==> config.mk <==
export PLATFORM = sky130hd
export DESIGN_NAME = reset_sequencer
export DESIGN_NICKNAME = d
export VERILOG_FILES = /design/src/rtl/reset_sequencer.sv
export SDC_FILE = /design/constraint.sdc
export NUM_CORES = 1
export LEC_CHECK = 0
export BUFFER_PORTS_ARGS = -buffer_cell sky130_fd_sc_hd__buf_2
export CAP_MARGIN = 0
export CORE_AREA = 2 2 39 41
export DETAILED_ROUTE_END_ITERATION = 16
export DIE_AREA = 0 0 41 43
export GPL_ROUTABILITY_DRIVEN = 0
export GPL_TIMING_DRIVEN = 0
export PLACE_DENSITY = 0.74
export SETUP_SLACK_MARGIN = 0.15
export SKIP_CTS_REPAIR_TIMING = 1
export SYNTH_ARGS = -nofsm -noshare
export SYNTH_HDL_FRONTEND = slang
export SYNTH_SLANG_ARGS = --single-unit
export TNS_END_PERCENT = 100
==> constraint.sdc <==
create_clock -name clk -period 2.2 [get_ports clk]
set_input_delay 0.22 -clock clk [delete_from_list [all_inputs] [get_ports clk]]
set_output_delay 0.22 -clock clk [all_outputs]
set_load 0.05 [all_outputs]
==> src/rtl/reset_sequencer.sv <==
// Ordered release of memory, register-file and core resets after a held reset.
// Optional watchdog (macro WATCHDOG_EN) replays the sequence when RUN is not kicked.
module reset_sequencer #(
  parameter int HOLD_CYCLES = 8,
  parameter int STAGE_DELAY = 16,
  parameter int CNT_W       = 8,
  parameter int WDT_TIMEOUT = 1024
) (
  input  logic clk,
  input  logic reset,
  input  logic soft_req,
  output logic soft_ack,
  output logic rst_mem,
  output logic rst_regs,
  output logic rst_core,
  output logic ready
`ifdef WATCHDOG_EN
  ,
  input  logic wdt_kick,
  output logic wdt_fired
`endif
);

  typedef enum logic [1:0] {
    S_HOLD   = 2'd0,
    S_STAGE1 = 2'd1,
    S_STAGE2 = 2'd2,
    S_RUN    = 2'd3
  } state_e;

  localparam logic [CNT_W-1:0] HOLD_LAST  = CNT_W'(HOLD_CYCLES - 1);
  localparam logic [CNT_W-1:0] STAGE_LAST = CNT_W'(STAGE_DELAY - 1);

  // A counter that cannot reach the terminal count would never release the resets.
  if (HOLD_CYCLES < 1 || HOLD_CYCLES > (2 ** CNT_W) ||
      STAGE_DELAY < 1 || STAGE_DELAY > (2 ** CNT_W) ||
      WDT_TIMEOUT < 1 || WDT_TIMEOUT > 65536) begin : g_bad_cfg
    $error("reset_sequencer: parameter out of range for counter width");
  end

  state_e           state_q, state_d;
  logic [CNT_W-1:0] cnt_q, cnt_d;
  logic             rst_mem_q, rst_mem_d;
  logic             rst_regs_q, rst_regs_d;
  logic             rst_core_q, rst_core_d;
  logic             ready_q, ready_d;
  logic             soft_ack_q, soft_ack_d;
  logic             restart;

`ifdef WATCHDOG_EN
  localparam logic [15:0] WDT_LAST = 16'(WDT_TIMEOUT - 1);

  logic [15:0] wdt_cnt_q, wdt_cnt_d;
  logic        wdt_fired_q, wdt_fired_d;
  logic        wdt_timeout;

  assign wdt_timeout = (state_q == S_RUN) && !wdt_kick && (wdt_cnt_q == WDT_LAST);
`else
  logic wdt_timeout;

  assign wdt_timeout = 1'b0;
`endif

  always_comb begin
    state_d    = state_q;
    cnt_d      = cnt_q;
    rst_mem_d  = 1'b1;
    rst_regs_d = 1'b1;
    rst_core_d = 1'b1;
    ready_d    = 1'b0;
    soft_ack_d = 1'b0;
    restart    = 1'b0;

    case (state_q)
      S_HOLD: begin
        if (cnt_q == HOLD_LAST) begin
          state_d   = S_STAGE1;
          rst_mem_d = 1'b0;
          cnt_d     = '0;
        end else begin
          cnt_d = cnt_q + 1'b1;
        end
      end
      S_STAGE1: begin
        rst_mem_d = 1'b0;
        if (cnt_q == STAGE_LAST) begin
          state_d    = S_STAGE2;
          rst_regs_d = 1'b0;
          cnt_d      = '0;
        end else begin
          cnt_d = cnt_q + 1'b1;
        end
      end
      S_STAGE2: begin
        rst_mem_d  = 1'b0;
        rst_regs_d = 1'b0;
        if (cnt_q == STAGE_LAST) begin
          state_d    = S_RUN;
          rst_core_d = 1'b0;
          ready_d    = 1'b1;
          cnt_d      = '0;
        end else begin
          cnt_d = cnt_q + 1'b1;
        end
      end
      S_RUN: begin
        rst_mem_d  = 1'b0;
        rst_regs_d = 1'b0;
        rst_core_d = 1'b0;
        ready_d    = 1'b1;
        cnt_d      = '0;
        // A software request takes priority over a coincident watchdog timeout.
        if (soft_req) begin
          restart    = 1'b1;
          soft_ack_d = 1'b1;
        end else if (wdt_timeout) begin
          restart = 1'b1;
        end
        if (restart) begin
          state_d    = S_HOLD;
          rst_mem_d  = 1'b1;
          rst_regs_d = 1'b1;
          rst_core_d = 1'b1;
          ready_d    = 1'b0;
        end
      end
      default: begin
        state_d = S_HOLD;
        cnt_d   = '0;
      end
    endcase
  end

`ifdef WATCHDOG_EN
  always_comb begin
    wdt_cnt_d   = '0;
    wdt_fired_d = wdt_fired_q;
    if (state_q == S_RUN && !restart) begin
      wdt_cnt_d = wdt_kick ? 16'd0 : wdt_cnt_q + 16'd1;
    end
    if (wdt_timeout && !soft_req) begin
      wdt_fired_d = 1'b1;
    end
  end

  always_ff @(posedge clk) begin
    if (reset) begin
      wdt_cnt_q   <= '0;
      wdt_fired_q <= 1'b0;
    end else begin
      wdt_cnt_q   <= wdt_cnt_d;
      wdt_fired_q <= wdt_fired_d;
    end
  end

  assign wdt_fired = wdt_fired_q;
`endif

  always_ff @(posedge clk) begin
    if (reset) begin
      state_q    <= S_HOLD;
      cnt_q      <= '0;
      rst_mem_q  <= 1'b1;
      rst_regs_q <= 1'b1;
      rst_core_q <= 1'b1;
      ready_q    <= 1'b0;
      soft_ack_q <= 1'b0;
    end else begin
      state_q    <= state_d;
      cnt_q      <= cnt_d;
      rst_mem_q  <= rst_mem_d;
      rst_regs_q <= rst_regs_d;
      rst_core_q <= rst_core_d;
      ready_q    <= ready_d;
      soft_ack_q <= soft_ack_d;
    end
  end

  assign soft_ack = soft_ack_q;
  assign rst_mem  = rst_mem_q;
  assign rst_regs = rst_regs_q;
  assign rst_core = rst_core_q;
  assign ready    = ready_q;

endmodule

==> results.tsv <==
stage	metric	value	unit
timing	Slew Limit Fails	0	
timing	RSZ-0062 raised after global routing	no	
setup_path	Worst EP required	2360	ps
global_routing	initial antenna violation count	0	
final_layout	layout cells sized above 1	17.4	%
final_layout	final net count	96	
setup_path	worst-path fanout max	7	
clocking	CTS HTree Levels	1	
timing	relative max-transition margin	69.2	%
synth	#FFs+latches synth	15	
clocking	Num CTS Buffers	3	
timing	Worst Tran Pin Value	459	ps
detailed_routing	antenna viol nets, final	0	
timing	setup tns final	0	ps
die	CORE AREA	1380	sq um
flow_run	max cap viols	0	
detailed_routing	vias	548	
status	status	completed	
timing	post-layout minimum cycle time	1730	ps
synth	synth unique cells	29	
synth	synthesized cell area	717	sq um
hold_path	HP Class	input pin to register	
placement	Area after DPL	772	sq um
clocking	Max Buffers Root-to-Sink	2	
power_and_ir_drop	leakage	0.323	nW
placement	port buffer count	7	
setup_path	Worst Setup End Kind	register	
timing	Final period util	78.4	%
detailed_routing	Via-to-Cell Ratio	5.37	
final_layout	most common cell after layout, fill and taps aside	dfxtp_1	
global_routing	first-pass GRT wire length	2090	um
power_and_ir_drop	Power Density	715	nW/um^2
detailed_routing	Pre-Repair DR Iteration Count	4	
die	row cnt	14	
die	die width	41	um
detailed_routing	DRC marker count from the first detailed-route iteration	2	
setup_path	Worst EP arrival	1880	ps
clocking	worst-skew pair later-pin latency	280	ps
global_routing	largest net degree at the start of global routing	10	
clocking	Root Buffer	clkbuf_4	
synth	area leader, netlist	dfxtp_1	
final_layout	most frequent cells in the layout	dfxtp_1 (15), nor2_1 (10), nand2_1 (8)	
synth	top cell type's share of synthesized area	41.9	%
final_layout	Post-Layout Inst Area	800	sq um
setup_path	critical path class	register to register	
die	initial core utilization	51.8	%
detailed_routing	drt drc	0	
synth	cells taking the most area after synthesis	dfxtp_1 (42%), ha_1 (10%), nor2_1 (5.2%)	
final_layout	Area Growth Syn to Fin	11.5	%
setup_path	FF-to-FF setup slack	470	ps
die	die height	43	um
detailed_routing	routed wire length	1140	um
timing	Setup Skew	1.45	ps
synth	Seq/Total Area, Yosys	41.9	%
clocking	CTS clk-pin slew, worst paths	90	ps
clocking	CTS tree	built	
die	I/O pin count	8	
synth	Avg Cell Area, Syn	9.56	sq um
synth	synthesized net count	84	
clocking	clk sinks	15	
global_routing	grt ovf	0	
setup_path	startpoint type of the worst setup path	register	
synth	Post-Syn Instances	75	
timing	# setup viols final	0	
detailed_routing	Routed WL per cell	11.2	um
final_layout	fill count	134	
power_and_ir_drop	worst vdd ir	330	uV
placement	dpl hpwl	864	um
timing	Fin. Hold Viols	0	
global_routing	vias in the first global route	545	
timing	fmax	0.580	GHz
die	DIE AREA	1760	sq um
global_routing	GRT Total Usage	17.1	%
synth	warnings from Yosys	0	
final_layout	ant diodes	0	
[routing by layer]
| metal | vias to the layer above | GRT usage [%] | share of wire [%] |
|---|---|---|---|
| met5 | - | 0 | 0 |
| li1 | 289 | - | - |
| met4 | 0 | 6.00 | 0 |
| met1 | 246 | 21.6 | 48 |
| met3 | 0 | 4.71 | 5.4 |
| met2 | 13 | 26.6 | 47 |
[per-stage QoR]
| step | setup slack, ps | std cells | power, mW | hold slack (ps) | util (%) |
|---|---|---|---|---|---|
| floorplan | 715 | 75 | 0.401 | 289 | - |
| global placement | 509 | 98 | 0.424 | 428 | 55.8 |
| detailed placement | 453 | 98 | 0.425 | 445 | 55.8 |
| CTS | 420 | 102 | 0.581 | 170 | 57.8 |
| global route | 250 | 102 | 0.606 | 184 | 57.8 |
| finish | 475 | 102 | 0.572 | 178 | 57.8 |
[worst max-delay path: stages (launching register included)]
cell and delay, ps:
dfxtp_1 360, ha_1 230, and3_1 170, clkbuf_1 210, a21boi_0 120, o21ai_1 410
nor2_1 100
[cells in the mapped netlist, drive strengths merged]
master	number
or4	1
o31ai	1
o21ai	1
o2111ai	2
a21boi	1
nor3	1
nand4b	2
xnor2	3
o32ai	1
o22ai	1
nor4	1
o211ai	2
a21oi	1
o211a	1
and3b	1
inv	4
ha	6
and3	1
nand3	3
a31oi	1
a211oi	1
nor2	10
nand2	8
clkbuf	1
xor2	2
nor4b	1
dfxtp	15
nand2b	1
o21a	1
[cell type report]
class	instances	area (sq um)	share of cell area, %
timing repair buffer	7	35.0	4.38
buffer	1	3.75	0.469
clock buffer	3	22.5	2.82
multi-input combinational	55	398	49.8
inverter	4	15.0	1.88
tap	16	20.0	2.50
clock inverter	1	5.00	0.626
sequential	15	300	37.6
[flip-flops by register name (all words and copies together) (netlist names)]
name and cells:
cnt_q 8, ready 1, rst_core 1, rst_mem 1, rst_regs 1, soft_ack 1
state_q 2
[where the power goes]
part	leakage, nW	internal, mW	switching, mW	total (mW)
clock	0.0177	0.0674	0.0853	0.153
combinational	0.183	0.0429	0.0653	0.108
sequential	0.122	0.295	0.0162	0.311
[logic make-up after synthesis]
family / Yosys count / share of synthesized area [%]
and+or+nand+nor: 30 / 24.3
DFF: 15 / 41.9
buffers and inverters: 5 / 2.62
adders and majority gates: 6 / 10.5
AOI/OAI and AO/OA: 14 / 14.7
xor gates and xnor gates: 5 / 6.11
[final timing paths]
kind,cells past startpoint,to,start
setup reg to reg,6,cnt_q[3],cnt_q[0]
setup / recovery,6,cnt_q[3],cnt_q[0]
hold / removal,2,soft_ack,reset
hold reg to reg,1,cnt_q[0],cnt_q[0]
(Power assumes the default switching activity.)
